<file path="src/rtl/mem_arb_pkg.sv">
`default_nettype none
// +--------------------------------------------------------------------------+
// | mem_arb_pkg                                                              |
// | Shared state, owner and mask definitions for the memory-port arbiter.    |
// | Revision: 1.0                                                            |
// +--------------------------------------------------------------------------+
package mem_arb_pkg;

  typedef enum logic [1:0] {
    IDLE = 2'd0,
    REQ  = 2'd1,
    WAIT = 2'd2
  } state_e;

  localparam logic OWNER_IFU = 1'b0;
  localparam logic OWNER_LSU = 1'b1;

  // Wide enough for any supported mask width; users slice the low MASK_W bits.
  localparam logic [63:0] MASK_ALL = '1;

endpackage : mem_arb_pkg
`default_nettype wire

</file>
<file path="src/rtl/mem_arb_grant.sv">
`default_nettype none
// +--------------------------------------------------------------------------+
// | mem_arb_grant                                                            |
// | Combinational grant selection between IFU and LSU requesters.            |
// | MEM_ARB_RR_EN: round-robin on conflict, else fixed LSU priority.         |
// | Revision: 1.0                                                            |
// +--------------------------------------------------------------------------+
module mem_arb_grant
  import mem_arb_pkg::*;
(
  input  logic i_ifu_valid,
  input  logic i_lsu_valid,
`ifdef MEM_ARB_RR_EN
  input  logic i_last_owner,
`endif
  output logic o_grant_valid,
  output logic o_grant_owner
);

  always_comb begin
    o_grant_valid = i_ifu_valid | i_lsu_valid;
    o_grant_owner = OWNER_IFU;
    if (i_ifu_valid && i_lsu_valid) begin
`ifdef MEM_ARB_RR_EN
      // The requester that did not own the last completed transfer wins.
      o_grant_owner = (i_last_owner == OWNER_LSU) ? OWNER_IFU : OWNER_LSU;
`else
      o_grant_owner = OWNER_LSU;
`endif
    end else if (i_lsu_valid) begin
      o_grant_owner = OWNER_LSU;
    end
  end

endmodule : mem_arb_grant
`default_nettype wire

</file>
<file path="src/rtl/mem_arbiter.sv">
`default_nettype none
// +--------------------------------------------------------------------------+
// | mem_arbiter                                                              |
// | Shares one data-memory port between IFU (read) and LSU (read/write).     |
// | MEM_ARB_RR_EN: round-robin grant on conflict (default: LSU priority).    |
// | Revision: 1.0                                                            |
// +--------------------------------------------------------------------------+
module mem_arbiter
  import mem_arb_pkg::*;
#(
  parameter int ADDR_W = 64,
  parameter int DATA_W = 64,
  parameter int MASK_W = 8
) (
  input  logic              clock,
  input  logic              reset,
  input  logic              ifu_req_valid,
  output logic              ifu_req_ready,
  input  logic [ADDR_W-1:0] ifu_req_addr,
  output logic              ifu_resp_valid,
  output logic [DATA_W-1:0] ifu_resp_data,
  input  logic              lsu_req_valid,
  output logic              lsu_req_ready,
  input  logic [ADDR_W-1:0] lsu_req_addr,
  input  logic              lsu_req_wen,
  input  logic [DATA_W-1:0] lsu_req_wdata,
  input  logic [MASK_W-1:0] lsu_req_mask,
  output logic              lsu_resp_valid,
  output logic [DATA_W-1:0] lsu_resp_data,
  output logic              mem_req_valid,
  input  logic              mem_req_ready,
  output logic [ADDR_W-1:0] mem_req_addr,
  output logic              mem_req_wen,
  output logic [DATA_W-1:0] mem_req_wdata,
  output logic [MASK_W-1:0] mem_req_mask,
  input  logic              mem_resp_valid,
  input  logic [DATA_W-1:0] mem_resp_data,
  output logic              busy
);

  state_e              r_state;
  state_e              w_next_state;
  logic                r_owner;
  logic [ADDR_W-1:0]   r_addr;
  logic                r_wen;
  logic [DATA_W-1:0]   r_wdata;
  logic [MASK_W-1:0]   r_mask;
  logic                w_grant_valid;
  logic                w_grant_owner;
  logic                w_req_fire;

`ifdef MEM_ARB_RR_EN
  logic                r_last_owner;

  always_ff @(posedge clock) begin
    if (!reset) begin
      r_last_owner <= OWNER_IFU;
    end else if (r_state == WAIT && mem_resp_valid) begin
      r_last_owner <= r_owner;
    end
  end
`endif

  mem_arb_grant u_grant (
    .i_ifu_valid   (ifu_req_valid),
    .i_lsu_valid   (lsu_req_valid),
`ifdef MEM_ARB_RR_EN
    .i_last_owner  (r_last_owner),
`endif
    .o_grant_valid (w_grant_valid),
    .o_grant_owner (w_grant_owner)
  );

  always_ff @(posedge clock) begin
    if (!reset) begin
      r_state <= IDLE;
    end else begin
      r_state <= w_next_state;
    end
  end

  always_comb begin
    w_next_state   = r_state;
    ifu_req_ready  = 1'b0;
    lsu_req_ready  = 1'b0;
    ifu_resp_valid = 1'b0;
    lsu_resp_valid = 1'b0;
    case (r_state)
      IDLE: begin
        // Readies are masked by reset so nothing is accepted while held in reset.
        if (reset && w_grant_valid) begin
          ifu_req_ready = (w_grant_owner == OWNER_IFU);
          lsu_req_ready = (w_grant_owner == OWNER_LSU);
          w_next_state  = REQ;
        end
      end
      REQ: begin
        if (mem_req_ready) begin
          w_next_state = WAIT;
        end
      end
      WAIT: begin
        if (mem_resp_valid) begin
          ifu_resp_valid = (r_owner == OWNER_IFU);
          lsu_resp_valid = (r_owner == OWNER_LSU);
          w_next_state   = IDLE;
        end
      end
      default: w_next_state = IDLE;
    endcase
  end

  assign w_req_fire = ifu_req_ready | lsu_req_ready;

  always_ff @(posedge clock) begin
    if (!reset) begin
      r_owner <= OWNER_IFU;
      r_addr  <= '0;
      r_wen   <= 1'b0;
      r_wdata <= '0;
      r_mask  <= '0;
    end else if (w_req_fire) begin
      r_owner <= w_grant_owner;
      if (w_grant_owner == OWNER_LSU) begin
        r_addr  <= lsu_req_addr;
        r_wen   <= lsu_req_wen;
        r_wdata <= lsu_req_wdata;
        r_mask  <= lsu_req_mask;
      end else begin
        r_addr  <= ifu_req_addr;
        r_wen   <= 1'b0;
        r_wdata <= '0;
        r_mask  <= MASK_ALL[MASK_W-1:0];
      end
    end
  end

  assign mem_req_valid = (r_state == REQ);
  assign mem_req_addr  = r_addr;
  assign mem_req_wen   = r_wen;
  assign mem_req_wdata = r_wdata;
  assign mem_req_mask  = r_mask;
  assign busy          = (r_state != IDLE);

  // Data is zero outside the response pulse and for store acknowledgements.
  assign ifu_resp_data = ifu_resp_valid ? mem_resp_data : '0;
  assign lsu_resp_data = (lsu_resp_valid && !r_wen) ? mem_resp_data : '0;

endmodule : mem_arbiter
`default_nettype wire

</file>
<file path="config.mk">
export PLATFORM = sky130hd
export DESIGN_NAME = mem_arbiter
export DESIGN_NICKNAME = d
export VERILOG_FILES = /design/src/rtl/mem_arb_pkg.sv /design/src/rtl/mem_arb_grant.sv /design/src/rtl/mem_arbiter.sv
export SDC_FILE = /design/constraint.sdc
export NUM_CORES = 1
export LEC_CHECK = 0
export ABC_AREA = 1
export BUFFER_PORTS_ARGS = -buffer_cell sky130_fd_sc_hd__buf_4
export CAP_MARGIN = 20
export CELL_PAD_IN_SITES_DETAIL_PLACEMENT = 1
export CELL_PAD_IN_SITES_GLOBAL_PLACEMENT = 2
export CORE_AREA = 2 2 212 214
export DETAILED_ROUTE_END_ITERATION = 10
export DIE_AREA = 0 0 214 216
export PLACE_DENSITY_LB_ADDON = 0.1
export SLEW_MARGIN = 40
export SYNTH_ARGS = -nofsm -noshare
export SYNTH_HDL_FRONTEND = slang
export SYNTH_SLANG_ARGS = --single-unit
</file>
<file path="constraint.sdc">
create_clock -name clock -period 1.6 [get_ports clock]
set_clock_uncertainty 0.15 [all_clocks]
set_input_delay 0 -clock clock [delete_from_list [all_inputs] [get_ports clock]]
set_output_delay 0 -clock clock [all_outputs]
set_load 0.02 [all_outputs]
</file>
* Yosys cells after proc, flatten, opt, wreduce, memory -nomap -nowiden *
Index checks and enable logic that the tools add are counted.

storage, ports and cells
  bits in registers = 140
  input port bits = 271
  output and inout bits = 271
  word-level logic and storage cells = 42

operators by class
  eq/ne operators = 5
  mux-type cells = 20
  bitwise logic cells = 4
  reductions and logical operators = 7

operator list
  operator                                                count
  2-to-1 mux 64 bit                                       4
  2-to-1 mux 1 bit                                        11
  2-to-1 mux 8 bit                                        1
  2-to-1 mux 2 bit                                        3
  one-hot mux 2 bit (3 select lines)                      1
  inequality test 2 bit (second input constant)           2
  logical AND 1 bit                                       3
  AND reduction 3 bit                                     1
  == test 2 x 1 -> 1 bit (second input constant)          1
  == test 2 bit (second input constant)                   1
  logical NOT 2 bit                                       1
  inequality test 2 x 1 -> 1 bit (second input constant)  1
  NOT 1 bit                                               2
  bitwise OR 1 bit                                        2
  nonzero test 2 bit                                      1
  logical NOT 1 bit                                       1

* Logic depth before layout (Yosys ltp) *
  depth after elaboration = 6
  mapped depth = 8

* Cells and area by module *
Synthesis repeated with hierarchy kept, for this count alone.

unflattened totals
  cell total of the unflattened synthesis = 1,210
  area total of the unflattened synthesis = 7,352.1 sq um

by module, submodules not included
  module         instances  cells an instance  area each (sq um)
  mem_arbiter    1          1,206              7,337.0
  mem_arb_grant  1          4                  15.0

* Worst setup path after synthesis *
No wires, ideal clock.

  path kind = register to output
  start = register r_state[1]
  end = output lsu_resp_data[10]
  arrival time = 1.240 ns
  data required time = 1.450 ns
  path slack = 0.210 ns
  stages on the path, launching flop included = 6
  path buffers = 1
  cells stage by stage = dfxtp_1 inv_1 nor2_2 nand4_2 clkbuf_1 nor2_1

on the way
  cells in the longest elaborated chain, start to end = 4

ends and longest elaborated chain
  item                    RTL line            source
  from (decl)             mem_arbiter.sv:41   state_e r_state;
  from (signal assigned)  mem_arbiter.sv:78   r_state <= w_next_state;
  == test 2 bit           mem_arbiter.sv:88   case (r_state)
  2-to-1 mux 1 bit        mem_arbiter.sv:88
  logical AND 1 bit       mem_arbiter.sv:147  assign lsu_resp_data = (lsu_resp_valid && !r_wen) ? mem_resp_data : '0;
  2-to-1 mux 64 bit       mem_arbiter.sv:147
  to (decl)               mem_arbiter.sv:29   output logic [DATA_W-1:0] lsu_resp_data,

Every way passes these cells.

* Final worst setup path *
  start = register r_state[0]
  end = output lsu_resp_data[37]

Same word-level chain as after synthesis.

==> results.py <==
metrics = {
    "status": {
        "status": "finished, violations left",
        "failed_checks": "setup timing",
    },
    "sta": {
        "grt_setup_unrepaired": "true",
        "max_freq_mhz": 530.2,
        "timing.final.ws_setup_ps": -286.1,
        "max_slew_margin": 0.6766,
        "period_needed_ps": 1886,
        "hold-worst-slack_ps": 126.4,
        "finalHoldViolations": 0,
        "finalSetupTns_ps": -45760,
        "setup-violations-final": 271,
        "min_period_over_period": 1.179,
        "maxSlewViolCount": 0,
        "worst_slew_pin_slew_ps": 485.1,
    },
    "finish": {
        "area_growth_syn_to_layout_pct": 137.2,
        "final_common_cell": "sky130_fd_sc_hd__buf_4",
        "layout.cells.most_common_list": "sky130_fd_sc_hd__buf_4, sky130_fd_sc_hd__nand2_1, sky130_fd_sc_hd__dlygate4sd3_1, sky130_fd_sc_hd__nor2_1, sky130_fd_sc_hd__inv_1",
        "proportion_of_layout_cells_with_a_drive_suffix_above_1": 0.4204,
        "layout.nets": 2231,
        "design_area_um2": 16570,
        "stdcell_count": 2565,
    },
    "placement": {
        "dpl_worst_slack_ps": -116.5,
        "placed_wire_length_estimate_after_detailed_placement_mm": 32.24,
        "number_of_placed_instances_taps_included": 2268,
        "globalplace.congestion": 0.8688,
        "placed_cell_area_um2": 11840,
        "port_buffers": 541,
    },
    "drt": {
        "drt_initial_violations": 336,
        "drt_drc_violations_left": 0,
        "via_count": 10192,
        "antenna_violating_nets_post_route": 0,
        "vias_per_cell": 3.973,
        "totalWireLength_mm": 46.94,
        "avgRoutedWirePerCell_um": 18.30,
        "number_of_detailed_route_iterations_in_the_first_pass": 4,
    },
    "floorplanning": {
        "ios": 542,
        "dieHeight_um": 216,
        "fp.dieArea_um2": 46220,
        "design.core.area_um2": 43840,
        "width_of_the_chip_um": 214,
        "floorplan.initialDensity": 0.1594,
        "placementRows": 77,
    },
    "power": {
        "sequentialPowerShare": 0.341,
        "combinationalPowerShare": 0.333,
        "sw_frac_of_total": 0.3153,
        "internal_power_mw": 7.804,
        "power.share.clock": 0.325,
        "switching_power_mw": 3.593,
        "powerDensity_nw_per_um2": 687.9,
        "power.ir.vdd_worst_mv": 0.7627,
        "static-leakage-power_nw": 8.393,
    },
    "global_routing": {
        "grt_remaining_overflow": 0,
        "antenna_found_initial": 8,
        "grt_max_degree": 74,
        "grt_pass1_wl_mm": 66.32,
        "gr_util_met1": 0.2078,
        "grt_pass1_vias": 10398,
        "gr_met2_demand_resource": 0.3442,
        "grt_use_met3": 0.05835,
        "gr-usage-all-layers": 0.1897,
        "gr-max-usage-layer": "met2",
    },
    "synth": {
        "post_synth_num_cell_types": 12,
        "postSynthRegisterBits": 140,
        "synthesized_area_per_cell_um2": 5.880,
        "synth.net_count": 1459,
        "yosysWarnings": 0,
        "synth.yosys.seq_area_share": 0.4012,
        "synth_cells": 1188,
        "mapped_cell_area_um2": 6985,
    },
    "worst_setup_path": {
        "startpoint": "r_state[0]$_SDFFE_PN0P_",
        "endpoint_kind": "output pin",
        "timing.critical_path.slowest_cell_delay_ps": 360,
        "worstReg2RegEnd": "mem_req_wdata[49]$_SDFFE_PN0P_",
        "worstSetupPathType": "flip-flop to output pin",
        "worstPathArrival_ps": 1740,
        "path_max_fanout": 6,
        "crit_chain": "nor2_4 -> nand4_4 -> buf_12 -> buf_12 -> clkbuf_16 -> nor2_4 -> buf_6",
        "r2r.worst_path.cells": 9,
        "startpoint_type_of_the_worst_setup_path": "flip-flop",
        "reg2reg_from": "r_state[0]$_SDFFE_PN0P_",
        "regToRegSetupSlack_ps": -190,
        "worst_path_max_delay_cell": "sky130_fd_sc_hd__dfxtp_4",
        "timing.critical_path.to": "lsu_resp_data[37]",
        "critical_path_required_ps": 1450,
    },
    "hold_path": {
        "worstHoldPathType": "input pin to flip-flop",
    },
    "clock_tree": {
        "clk_pin_slew_worst_paths_ps": 60,
        "worstSkewPairLatency_ps": 440,
        "tritoncts": "done",
        "cts_root_buffer": "sky130_fd_sc_hd__clkbuf_16",
        "tritoncts.num_buffers": 17,
        "cts_htree_levels": 4,
        "max-clock-path-buffers": 2,
        "clock-sinks": 140,
    },
    "run": {
        "max_cap_viol_count": 0,
    },
}
-- cell type report --
cell class              instances  area (µm²)
inverters                     149       564.3
fillers                      5342       27270
clock buffers                  23       498.0
well taps                     592       740.7
flip-flops and latches        140        2809
multi-input cells             821        4089
clock inverters                 3       15.01
diodes                          6       15.01
repair buffers                831        7838
-- power by group through the flow --
| stage | sequential, mW | combinational, mW | clock (mW) |
|---|---|---|---|
| after floorplan | 4.23 | 0.916 | 0 |
| after global placement | 3.94 | 2.62 | 0 |
| after detailed placement | 3.95 | 2.64 | 0 |
| after CTS | 3.88 | 3.43 | 3.88 |
| after global routing | 3.92 | 4.12 | 4.01 |
| final | 3.89 | 3.80 | 3.71 |
-- cell families after synthesis --
logic type | Yosys count | share of synthesized area
buf+inv | 227 | 0.1304
compound gates | 67 | 0.04800
flops | 140 | 0.4012
simple gates | 754 | 0.4204
-- how the worst min path moves through the flow --
stage,start,endpoint,slack [ps],cells past startpoint
2_1_floorplan,lsu_req_mask[0],mem_req_mask[0]$_SDFFE_PN0P_,-20,2
3_3_place_gp,lsu_req_mask[4],mem_req_mask[4]$_SDFFE_PN0P_,80,3
3_5_place_dp,lsu_req_mask[3],mem_req_mask[3]$_SDFFE_PN0P_,80,3
4_1_cts,ifu_req_valid,mem_req_addr[18]$_SDFFE_PN0P_,100,7
5_1_grt,ifu_req_valid,mem_req_addr[28]$_SDFFE_PN0P_,170,7
6_report,ifu_req_valid,mem_req_addr[29]$_SDFFE_PN0P_,130,8
-- Yosys cell counts, drive strengths merged --
library cell	number	area share
buf	47	0.034
inv	149	0.080
nand4	1	0.0018
nor4	1	0.00090
nand3	68	0.049
clkbuf	31	0.017
nor2	276	0.15
nand2	408	0.22
dfxtp	140	0.40
a21oi	67	0.048
-- worst max-delay path, delay by kind of cell (launching register included) --
kind / cells / cell delay (ps)
flops: 1 / 360
simple gates: 3 / 350
buf+inv: 4 / 590
-- per-layer routing --
metal  routed length [µm]  up-vias
met5                   23        -
met4                 1190        4
met3                 2937       57
met2                24680      305
met1                18100     4766
li1                     -     5060
-- through the flow --
step	power (mW)	utilization
6_report	11.40	0.3780
5_1_grt	12.04	0.3780
4_1_cts	11.19	0.3507
3_5_place_dp	6.594	0.2701
3_3_place_gp	6.565	0.2701
2_1_floorplan	5.146	-
-- state kept, by name (all words and copies together), names as in the netlist --
signal	count
r_owner	1
mem_req_mask	8
mem_req_wdata	64
mem_req_wen	1
mem_req_addr	64
r_state	2
-- what timing repair did --
action | in CTS | in global routing
endpoints found under the setup margin | 141 | 270
gates resized for setup | 139 | 214
hold buffers | 205 | 0
cloned | 11 | 17
pin swaps | 10 | 31
buffers inserted | 17 | 21
hold endpoints to repair | 140 | 0
Power figures use the tool's default switching activity.
